==> config.mk <==
export PLATFORM = sky130hd
export DESIGN_NAME = arbitro_mux_n
export DESIGN_NICKNAME = d
export VERILOG_FILES = /design/src/rtl/arbitro_mux_n.sv
export SDC_FILE = /design/constraint.sdc
export NUM_CORES = 1
export LEC_CHECK = 0
export ABC_AREA = 1
export ABC_CLOCK_PERIOD_IN_PS = 1050
export CELL_PAD_IN_SITES_DETAIL_PLACEMENT = 1
export CELL_PAD_IN_SITES_GLOBAL_PLACEMENT = 1
export CORE_UTILIZATION = 24
export DETAILED_ROUTE_END_ITERATION = 7
export PLACE_DENSITY_LB_ADDON = 0.15
export SYNTH_ARGS = -nofsm -noshare
export SYNTH_HDL_FRONTEND = slang
export SYNTH_SLANG_ARGS = --single-unit
==> constraint.sdc <==
create_clock -name clk -period 1.05 [get_ports clk]
set_clock_uncertainty 0.05 [all_clocks]
set_input_delay 0.21 -clock clk [delete_from_list [all_inputs] [get_ports clk]]
set_output_delay 0.21 -clock clk [all_outputs]
set_load 0.05 [all_outputs]
==> src/rtl/arbitro_mux_n.sv <==
// rtl/arbitro_mux_n.sv - N-channel VC arbiter and registered output mux.
// Define ARB_MUX_RR_EN for burst-limited round-robin; default is strict priority.
module arbitro_mux_n #(
  parameter int NUM_VC = 2,
  parameter int DATA_W = 6,
  parameter int BURST  = 4
) (
  input  logic                     clk,
  input  logic                     reset_L,
  input  logic [NUM_VC*DATA_W-1:0] vc_data,
  input  logic [NUM_VC-1:0]        vc_empty,
  input  logic                     pause,
  output logic [NUM_VC-1:0]        vc_pop,
  output logic [DATA_W-1:0]        arb_data,
  output logic                     arb_valid,
  output logic [((NUM_VC > 2) ? $clog2(NUM_VC) : 1)-1:0] grant_idx
);

  localparam int IDX_W = (NUM_VC > 2) ? $clog2(NUM_VC) : 1;

  logic [NUM_VC-1:0] elig;
  logic [IDX_W-1:0]  ptr;
  logic [IDX_W-1:0]  win;
  logic [IDX_W:0]    cand;
  logic              found;
  logic [DATA_W-1:0] sel_data;

  assign elig = ~vc_empty & {NUM_VC{~pause & reset_L}};

  // Search upward from ptr with wrap; cand never exceeds 2*NUM_VC-2 so one subtract suffices.
  always_comb begin
    found = 1'b0;
    win   = '0;
    cand  = '0;
    for (int k = 0; k < NUM_VC; k++) begin
      cand = {1'b0, ptr} + (IDX_W+1)'(k);
      if (cand >= (IDX_W+1)'(NUM_VC)) begin
        cand = cand - (IDX_W+1)'(NUM_VC);
      end
      if (!found && elig[cand[IDX_W-1:0]]) begin
        found = 1'b1;
        win   = cand[IDX_W-1:0];
      end
    end
  end

  always_comb begin
    vc_pop   = '0;
    sel_data = '0;
    if (found) begin
      vc_pop[win] = 1'b1;
    end
    for (int k = 0; k < NUM_VC; k++) begin
      if (win == IDX_W'(k)) begin
        sel_data = vc_data[k*DATA_W +: DATA_W];
      end
    end
  end

`ifdef ARB_MUX_RR_EN
  localparam int CNT_W = (BURST > 1) ? $clog2(BURST+1) : 1;

  logic [CNT_W-1:0] cnt;
  logic [IDX_W-1:0] win_next;

  assign win_next = (win == IDX_W'(NUM_VC-1)) ? '0 : win + 1'b1;

  always_ff @(posedge clk or negedge reset_L) begin
    if (!reset_L) begin
      ptr <= '0;
      cnt <= '0;
    end else if (found) begin
      if (win == ptr) begin
        if (int'(cnt) + 1 < BURST) begin
          cnt <= cnt + 1'b1;
        end else begin
          ptr <= win_next;
          cnt <= '0;
        end
      end else if (BURST == 1) begin
        ptr <= win_next;
        cnt <= '0;
      end else begin
        // ptr channel was empty: the burst restarts on the channel actually served
        ptr <= win;
        cnt <= CNT_W'(1);
      end
    end
  end
`else
  assign ptr = '0;
`endif

  always_ff @(posedge clk or negedge reset_L) begin
    if (!reset_L) begin
      arb_data  <= '0;
      arb_valid <= 1'b0;
      grant_idx <= '0;
    end else if (found) begin
      arb_data  <= sel_data;
      arb_valid <= 1'b1;
      grant_idx <= win;
    end else begin
      arb_valid <= 1'b0;
    end
  end

endmodule
==> results.py <==
metrics = {
    "run_status": {
        "outcome": "finished with violations",
        "violations": "negative setup slack",
    },
    "critical_path": {
        "path_cells": "buf_12",
        "ff2ff_path_depth": 3,
        "cp.required_ns": 0.79,
        "crit_family": "flip-flops",
        "critPathMaxFanout": 2,
        "cp_num_buf_inv": 1,
        "cpPeakStageDelay_ns": 0.43,
        "crit_type": "reg2out",
        "r2r_slack_ns": 0.19,
        "timing.rr.end": "grant_idx",
        "worst_path_max_delay_cell": "dfrtp_1",
        "startpoint_type": "flop",
        "r2r_start": "grant_idx",
        "crit_arrival_ns": 0.85,
        "startpoint": "arb_data[2]",
        "cp-end-kind": "output pin",
    },
    "finish": {
        "area_delta_synth_final_pct": 131,
        "layout-drive-gt1-share_pct": 47.9,
        "seqCellArea_um2": 200,
        "final_cell_area_um2": 995,
        "fin_cells": 118,
        "fin_nets": 113,
        "n_antenna_cell": 0,
        "multi_input_area_um2": 191,
        "fillers": 179,
    },
    "synth": {
        "synth_area_um2": 430,
        "syn_inst": 47,
        "ys_warn_count": 0,
        "postSynth.asyncResetShare_pct": 100,
        "synth_top_area_share_pct": 46.5,
        "synthSimpleGateAreaFrac_pct": 41.3,
        "syn_avg_cell_area_um2": 9.16,
        "synth.most_common_cell": "nand3_1",
        "synth_ff_type": "dfrtp_1",
        "yosysUniqueCellTypes": 13,
        "ys_seq_area_share_pct": 46.5,
        "syn-num-nets": 64,
        "synth_compound_area_share_pct": 2.03,
        "synth_top_area_cell": "dfrtp_1",
        "synth_xor_xnor_area_share_pct": 0,
        "synth_common_cells": "nand3_1 (13), dfrtp_1 (8), nand2_1 (7)",
        "synth_seq_cells": 8,
        "synth_top_family_by_area": "simple AND/OR/NAND/NOR gates",
        "synth_edf_count": 0,
        "synth_mux_area_share_pct": 0,
        "synth_area_leaders": "dfrtp_1 (47%), nand3_1 (15%), nand4_1 (8.7%)",
        "synthAdderAreaFrac_pct": 0,
    },
    "grt": {
        "grt_overflow": 0,
        "grt_pass1_vias": 557,
        "antenna_found_initial": 0,
        "use_met3_pct": 6.53,
        "track_usage_pct": 18.8,
        "grt_max_degree": 9,
        "grt_most_used_layer": "met2",
        "met2_usage_pct": 35.9,
        "grt_pass1_wl_mm": 2.55,
        "use_met1_pct": 19.8,
    },
    "route": {
        "firstDrtPassIters": 2,
        "vias": 513,
        "drc": 0,
        "antenna_left": 0,
        "drt_iter0_drc": 2,
        "via_per_inst": 4.35,
        "post_drt_wl_per_cell_um": 13.1,
        "routed_wl_mm": 1.54,
    },
    "cts": {
        "clock_path_buffers": 2,
        "clock_sinks": 8,
        "cts_tree": "yes",
        "cts_root_buffer": "clkbuf_4",
        "clk_pin_slew_ns": 0.06,
        "numCtsBuffers": 3,
        "insertion_delay_ns": 0.25,
        "cts_max_level": 1,
    },
    "power_and_ir_drop": {
        "powerDensity_nw_per_um2": 1260,
        "peakVddDrop_mv": 0.857,
        "leakagePower_nw": 0.482,
    },
    "sta": {
        "drv_slew": 0,
        "fmax_mhz": 899,
        "timing.hold.ws_ns": 0.344,
        "rsz0062_at_grt": "yes",
        "slew_headroom_pct": 88.4,
        "finalSetupViolations": 8,
        "finalCriticalPeriod_ns": 1.11,
        "timing.final.crit_share_pct": 106,
        "tightest_slew_ns": 0.174,
        "finalHoldViolCount": 0,
        "finalWorstSetupSlack_ns": -0.0620,
    },
    "placement": {
        "gp_congestion": 0.715,
        "hpwl_mm": 1.23,
        "place_inst": 108,
        "portBuffers": 26,
        "placed_area_um2": 918,
    },
    "floorplan": {
        "ios": 27,
        "num_rows": 14,
        "die_h_um": 44.4,
        "core_um2": 1590,
        "dieArea_um2": 1970,
        "die_w_um": 44.4,
        "initial_core_util_pct": 27.0,
    },
    "job": {
        "drv_cap": 0,
    },
    "min_path": {
        "hold_class": "in2async",
    },
}
## cells in the final DEF, fill, tap and decap left out, drive strengths merged
master,count
a21oi,1
inv,7
nor2,1
dlygate4sd3,2
nand2,8
clkdlybuf4s15,1
buf,31
clkbuf,3
nand3,14
clkdlybuf4s50,12
dfrtp,8
nand4,6
## worst max path at each step
stage / end / slack, ns / cells past startpoint
floorplan: grant_idx / 0.09 / 2
global placement: arb_data[2] / -0.45 / 7
detailed placement: arb_data[2] / -0.49 / 7
CTS: arb_data[2] / -0.07 / 1
global route: arb_data[2] / -0.09 / 1
finish: arb_data[2] / -0.06 / 1
## state kept, by name, summed over array words and instances, names as in the netlist
signal	cells
arb_data	6
grant_idx	1
arb_valid	1
## logic make-up after synthesis
family / count (synthesis)
AND/OR/NAND/NOR: 29
buffers and inverters: 9
flip-flops: 8
AO/OA/AOI/OAI: 1
## report_power, final
part | switching [mW] | total, mW | leakage (nW) | internal, mW
Clock | 0.108 | 0.239 | 0.0138 | 0.131
Sequential | 0.0534 | 0.407 | 0.101 | 0.353
Combinational | 0.289 | 0.611 | 0.368 | 0.322
Total | 0.450 | 1.26 | 0.482 | 0.806
## routing by layer
| metal | wire length [um] | vias up |
|---|---|---|
| li1 | - | 253 |
| met1 | 580 | 242 |
| met2 | 870 | 18 |
| met3 | 90 | 0 |
| met4 | 0 | 0 |
| met5 | 0 | - |
## timing repair
item / 4_1_cts / 5_1_grt
hold endpoints to repair: 8 / 0
cloned: 0 / 0
hold buffers: 2 / 0
pin swaps: 0 / 1
setup endpoints to repair: 18 / 9
buffers inserted: 4 / 1
gates resized for setup: 16 / 2
## stage by stage
| stage | setup TNS [ns] | utilization (%) | setup WS, ns | total power, mW |
|---|---|---|---|---|
| floorplan | 0 | - | 0.0902 | 0.631 |
| global placement | -4.08 | 57.6 | -0.452 | 0.975 |
| detailed placement | -4.39 | 57.6 | -0.488 | 0.991 |
| CTS | -0.305 | 61.7 | -0.0650 | 1.25 |
| global route | -0.501 | 62.4 | -0.0872 | 1.32 |
| finish | -0.297 | 62.4 | -0.0620 | 1.26 |
## layout make-up
class	count	share of cell area, %
tap	24	3.02
sequential	8	20.1
multi-input combinational	30	19.2
inverter	7	3.14
clock buffer	3	2.26
timing repair buffer	46	52.2
Power figures use the tool's default switching activity.
